==> config.mk <==
export PLATFORM = sky130hd
export DESIGN_NAME = gmem_blitter
export DESIGN_NICKNAME = d
export VERILOG_FILES = /design/src/rtl/gmem_pkg.sv /design/src/rtl/blit_addr_gen.sv /design/src/rtl/gmem_blitter.sv
export SDC_FILE = /design/constraint.sdc
export NUM_CORES = 1
export LEC_CHECK = 0
export CORE_ASPECT_RATIO = 0.6
export CORE_MARGIN = 5
export CORE_UTILIZATION = 53
export DETAILED_ROUTE_END_ITERATION = 8
export PLACE_DENSITY = 0.9
export RECOVER_POWER = 100
export SKIP_CTS_REPAIR_TIMING = 1
export SYNTH_ARGS = -nofsm -noshare
export SYNTH_HDL_FRONTEND = slang
export SYNTH_SLANG_ARGS = --single-unit
==> constraint.sdc <==
create_clock -name clk -period 7.2 [get_ports clk]
set_input_delay 1.08 -clock clk [delete_from_list [all_inputs] [get_ports clk]]
set_output_delay 1.08 -clock clk [all_outputs]
set_load 0.02 [all_outputs]
==> src/rtl/gmem_pkg.sv <==
// rtl/gmem_pkg.sv - shared GMEM framebuffer constants and blitter state type
//
// Shared by the scan-out reader and all GMEM writers.
//   FB_W, FB_H   : framebuffer dimensions in pixels (1 bpp)
//   GMEM_ADDR_W  : GMEM address width
//   SPR_DIM      : sprite edge length in pixels
//   blit_state_t : sprite blitter FSM states

package gmem_pkg;

   localparam int FB_W        = 160;
   localparam int FB_H        = 120;
   localparam int GMEM_ADDR_W = 17;
   localparam int SPR_DIM     = 8;

   typedef enum logic [2:0] {
      IDLE,
      FETCH,
      WAIT,
      WRITE,
      DONE
   } blit_state_t;

endpackage

==> src/rtl/blit_addr_gen.sv <==
// rtl/blit_addr_gen.sv - combinational GMEM pixel address and clip flag
//
// Ports:
//   pos_x, pos_y : object top-left corner in framebuffer pixels
//   row, col     : pixel offset inside the 8x8 object
//   base_addr    : frame base offset
//   addr         : (px + FB_W*py + base_addr) mod 2^ADDR_W
//   in_bounds    : px < FB_W and py < FB_H (pixel lies on screen)

module blit_addr_gen #(
   parameter int FB_W   = gmem_pkg::FB_W,
   parameter int FB_H   = gmem_pkg::FB_H,
   parameter int ADDR_W = gmem_pkg::GMEM_ADDR_W
) (
   input  logic [7:0]        pos_x,
   input  logic [6:0]        pos_y,
   input  logic [2:0]        row,
   input  logic [2:0]        col,
   input  logic [ADDR_W-1:0] base_addr,
   output logic [ADDR_W-1:0] addr,
   output logic              in_bounds
);

   logic [8:0] px;
   logic [7:0] py;

   // One extra bit on each coordinate so off-screen pixels clip instead of wrapping.
   assign px = {1'b0, pos_x} + {6'b0, col};
   assign py = {1'b0, pos_y} + {5'b0, row};

   assign addr      = ADDR_W'(px) + ADDR_W'(FB_W) * ADDR_W'(py) + base_addr;
   assign in_bounds = (32'(px) < FB_W) && (32'(py) < FB_H);

endmodule

==> src/rtl/gmem_blitter.sv <==
// rtl/gmem_blitter.sv - 8x8 1-bpp sprite blitter into the GMEM framebuffer
//
// Optional feature macro: GMEM_BLIT_TRANSPARENT_EN (0-pixels after invert are not written).
//
// Ports:
//   clk, reset            : clock, synchronous active-low reset
//   start                 : draw request, accepted only in IDLE
//   spr_idx, pos_x, pos_y : sprite index and top-left position
//   base_addr, invert     : frame base offset, pixel XOR
//   busy, done            : blit in progress, one-cycle completion pulse
//   spr_addr, spr_data    : sprite ROM port {idx,row}, 1-cycle read latency
//   gmem_addr, gmem_data  : GMEM write address and pixel
//   gmem_wEn              : GMEM write enable

module gmem_blitter #(
   parameter int FB_W      = gmem_pkg::FB_W,
   parameter int FB_H      = gmem_pkg::FB_H,
   parameter int ADDR_W    = gmem_pkg::GMEM_ADDR_W,
   parameter int SPR_IDX_W = 8
) (
   input  logic                 clk,
   input  logic                 reset,
   input  logic                 start,
   input  logic [SPR_IDX_W-1:0] spr_idx,
   input  logic [7:0]           pos_x,
   input  logic [6:0]           pos_y,
   input  logic [ADDR_W-1:0]    base_addr,
   input  logic                 invert,
   output logic                 busy,
   output logic                 done,
   output logic [SPR_IDX_W+2:0] spr_addr,
   input  logic [7:0]           spr_data,
   output logic [ADDR_W-1:0]    gmem_addr,
   output logic                 gmem_data,
   output logic                 gmem_wEn
);

   import gmem_pkg::*;

   blit_state_t state, state_nxt;

   logic [SPR_IDX_W-1:0] idx_q;
   logic [7:0]           x_q;
   logic [6:0]           y_q;
   logic [ADDR_W-1:0]    base_q;
   logic                 inv_q;
   logic [2:0]           row;
   logic [2:0]           col;
   logic [7:0]           shreg;

   logic [ADDR_W-1:0]    addr;
   logic                 in_bounds;
   logic                 pix;
   logic                 last_col;

   blit_addr_gen #(
      .FB_W   (FB_W),
      .FB_H   (FB_H),
      .ADDR_W (ADDR_W)
   ) u_addr_gen (
      .pos_x     (x_q),
      .pos_y     (y_q),
      .row       (row),
      .col       (col),
      .base_addr (base_q),
      .addr      (addr),
      .in_bounds (in_bounds)
   );

   // Row shift register is consumed MSB first: bit 7 is always the current column's pixel.
   assign pix      = shreg[7] ^ inv_q;
   assign last_col = (col == 3'(SPR_DIM - 1));

   always_ff @(posedge clk) begin
      if (!reset) begin
         state <= IDLE;
      end else begin
         state <= state_nxt;
      end
   end

   always_ff @(posedge clk) begin
      if (!reset) begin
         idx_q  <= '0;
         x_q    <= '0;
         y_q    <= '0;
         base_q <= '0;
         inv_q  <= 1'b0;
         row    <= '0;
         col    <= '0;
         shreg  <= '0;
      end else begin
         case (state)
            IDLE: begin
               if (start) begin
                  idx_q  <= spr_idx;
                  x_q    <= pos_x;
                  y_q    <= pos_y;
                  base_q <= base_addr;
                  inv_q  <= invert;
                  row    <= '0;
                  col    <= '0;
               end
            end
            WAIT: shreg <= spr_data;
            WRITE: begin
               shreg <= {shreg[6:0], 1'b0};
               col   <= col + 3'd1;
               if (last_col) begin
                  row <= row + 3'd1;
               end
            end
            default: ;
         endcase
      end
   end

   always_comb begin
      state_nxt = state;
      busy      = 1'b0;
      done      = 1'b0;
      spr_addr  = '0;
      gmem_addr = '0;
      gmem_data = 1'b0;
      gmem_wEn  = 1'b0;
      case (state)
         IDLE: begin
            if (start) begin
               state_nxt = FETCH;
            end
         end
         FETCH: begin
            busy      = 1'b1;
            spr_addr  = {idx_q, row};
            state_nxt = WAIT;
         end
         WAIT: begin
            busy      = 1'b1;
            state_nxt = WRITE;
         end
         WRITE: begin
            busy      = 1'b1;
            gmem_addr = addr;
            gmem_data = pix;
            // Gated by reset so the write is suppressed in the cycle reset is sampled.
`ifdef GMEM_BLIT_TRANSPARENT_EN
            gmem_wEn  = in_bounds & pix & reset;
`else
            gmem_wEn  = in_bounds & reset;
`endif
            if (last_col) begin
               state_nxt = (row == 3'(SPR_DIM - 1)) ? DONE : FETCH;
            end
         end
         DONE: begin
            done      = 1'b1;
            state_nxt = IDLE;
         end
         default: state_nxt = IDLE;
      endcase
   end

endmodule

==> flow_summary.toml, run 1 <==
[pwr]
p_comb_share_pct = 21.6
p_per_area_mw_per_mm2 = 182
p_leak_nw = 2.47
p_switching_uw = 278
seqPwrFrac_pct = 37.2
internal-power_uw = 700
clkPwrFrac_pct = 41.2
max-vdd-ir-drop_mv = 0.0989
switching_share_pct = 28.4

[timing]
setup_violations = 0
max_slew_margin_pct = -125
fin_skew_ns = 0.00414
final_hold_viol_count = 0
timing.final.max_slew_violations = 82
worstMarginPinSlew_ns = 3.33
rsz0062_at_grt = "false"
fin_crit_ns = 6.80
fin_crit_sh_pct = 94.5
clock.fmax_mhz = 147
whs_ns = 0.474
fin_tns_setup_ns = 0

[hold_path]
min_path_type = "reg2reg"

[logic_synthesis]
synth_edf_count = 0
yosys_register_bits = 58
yosysUniqueCellTypes = 56
synthCells = 510
synthArstFlopShare_pct = 0
synth_top_flop_cell = "dfxtp_1"
synth_nets = 618
syn-cell-area_mm2 = 0.00427
ys.warnings.count = 0
synth_area_per_cell_um2 = 8.36
synth-seq-area-share_pct = 27.2

[global_routing]
grt_max_degree = 59
antenna_found_initial = 0
grt_pass1_wl_um = 18200
grt_use_total_pct = 22.4
gr-total-overflow = 0
grt_pass1_vias = 3885

[clock_tree]
clk_pin_slew_ns = 0.05
htree_levels = 3
clk_latency_ns = 0.33
numCtsBuffers = 9
cts_tree = "yes"
cts_num_sinks = 58
cts_max_path_buffers = 2
root_buffer = "clkbuf_16"

[detailed_routing]
viasPerCell = 5.56
num_vias = 3850
routed_wl_um = 10900
drt-pass1-iter-count = 4
drtIter0Drc = 240
drtAntennaViolNets = 0
wl_per_cell_um = 15.7
drc = 0

[final_layout]
final_cell_mix = "nand2_1, dfxtp_1, clkdlybuf4s50_1, ha_1, a21boi_0"
final_common_cell = "nand2_1"
diodes = 0
syn_to_final_growth_pct = 25.9
drive_above_1_share_pct = 4.27
final_util_pct = 68.4
nNetsFinal = 688
fillCellCount = 640
fin_area_mm2 = 0.00537

[floorplanning]
fp.dieArea_mm2 = 0.0100
die_h_um = 79.5
initial_core_util_pct = 54.3
fp-row-count = 25
ios = 84
fp.coreArea_mm2 = 0.00785
die_w_um = 126

[place]
gp_congestion = 0.939
port_buffers = 83
place_area_mm2 = 0.00514
place_hpwl_um = 8160

[setup_path]
cp.required_ns = 6.12
critical_path_class = "reg2out"
end_kind = "output port"
r2r_setup_slack_ns = 2.31
cp_max_fo = 7
crit_arrival_ns = 5.72
start_kind = "register"

[flow_run]
maxCapViolCount = 2

[outcome]
violations = "max-capacitance violations, max-slew violations"
status = "finished, violations left"
power groups by stage:
stage	logic (mW)	clock network, mW	registers (mW)
4_1_cts	0.215	0.411	0.364
6_report	0.211	0.403	0.364
3_5_place_dp	0.213	0	0.371
2_1_floorplan	0.148	0	0.362
3_3_place_gp	0.205	0	0.369
5_1_grt	0.233	0.428	0.367
cells in the mapped netlist, types with 8 or more instances:
cell type | instances | share of area [%]
fa_1 | 8 | 3.8
ha_1 | 48 | 14
o211a_1 | 8 | 1.9
o21ai_0 | 10 | 1.2
xnor2_1 | 13 | 2.7
nor2b_1 | 8 | 1.2
clkbuf_1 | 14 | 1.2
buf_2 | 13 | 1.5
mux2i_1 | 10 | 2.3
nor3_1 | 11 | 1.3
a21boi_0 | 37 | 6.5
xor2_1 | 8 | 1.6
a21o_1 | 9 | 1.6
a21oi_1 | 13 | 1.5
dfxtp_1 | 58 | 27
and2_1 | 17 | 2.5
nor2_1 | 23 | 2.0
nand2_1 | 115 | 10
inv_1 | 11 | 0.97
kinds of logic (layout without fill, tap and decap cells):
logic type,after synthesis,after routing,share of synthesized area [%]
simple gates,203,203,21.9
compound gates,123,123,22.4
flops,58,58,27.2
fa+ha+maj,56,56,17.8
buf+inv,38,113,3.73
xor+xnor,21,21,4.31
mux,11,11,2.61
layer usage:
layer | wire, µm | track usage, % | vias to the layer above
met1 | 4890 | 28.0 | 1799
met4 | 140 | 8.78 | 0
li1 | - | - | 1914
met3 | 754 | 6.82 | 15
met2 | 5080 | 36.4 | 122
met5 | 0 | 0 | -
worst paths after layout:
check,cells past startpoint,end,startpoint
worst max-delay path,18,gmem_addr[15],row[0]
worst max register to register,6,row[2],state[0]
worst min-delay path,2,idx_q[2],idx_q[2]
worst min register to register,2,idx_q[2],idx_q[2]
cell type report:
class	count	area, µm²	share of cell area (%)
inverters	11	41.3	0.769
repair buffers	86	840	15.6
multi-input cells	414	2910	54.2
clock inverters	2	10.0	0.186
clock buffers	14	274	5.10
well taps	108	135	2.52
flip-flops and latches	58	1160	21.6
registers in the layout (all words and copies together) (netlist names):
name / count
base_q: 17
col: 3
idx_q: 8
inv_q: 1
row: 3
shreg: 8
state: 3
x_q: 8
y_q: 7
metrics by stage:
stage	cells	setup slack [ns]	total power, mW
6_report	693	0.397	0.978
5_1_grt	693	0.198	1.03
4_1_cts	693	0.244	0.990
3_5_place_dp	677	0.658	0.583
3_3_place_gp	677	0.956	0.574
2_1_floorplan	510	1.49	0.510
critical path: stages (launching register included):
cell	delay, ns
dfxtp_1	0.34
ha_1	0.24
fa_1	0.42
a21o_1	0.21
nand2_1	0.15
xnor2_1	0.22
ha_1	0.33
fa_1	0.47
a21oi_1	0.21
nor2_1	0.07
nor2_1	0.16
xnor2_1	0.16
ha_1	0.26
ha_1	0.39
a21oi_1	0.38
o21ai_0	0.13
o32ai_1	0.36
mux2i_1	0.22
dlygate4sd3_1	0.69
(Power assumes the default switching activity.)
==> inputs of run 2 (changes only) <==
--- a/config.mk
+++ b/config.mk
@@ -5,6 +5,7 @@
 export SDC_FILE = /design/constraint.sdc
 export NUM_CORES = 1
 export LEC_CHECK = 0
+export CAP_MARGIN = 5
 export CORE_ASPECT_RATIO = 0.6
 export CORE_MARGIN = 5
 export CORE_UTILIZATION = 53
==> results of run 2 <==
No change in the layout: final DEF, timing and power equal those of run 1.
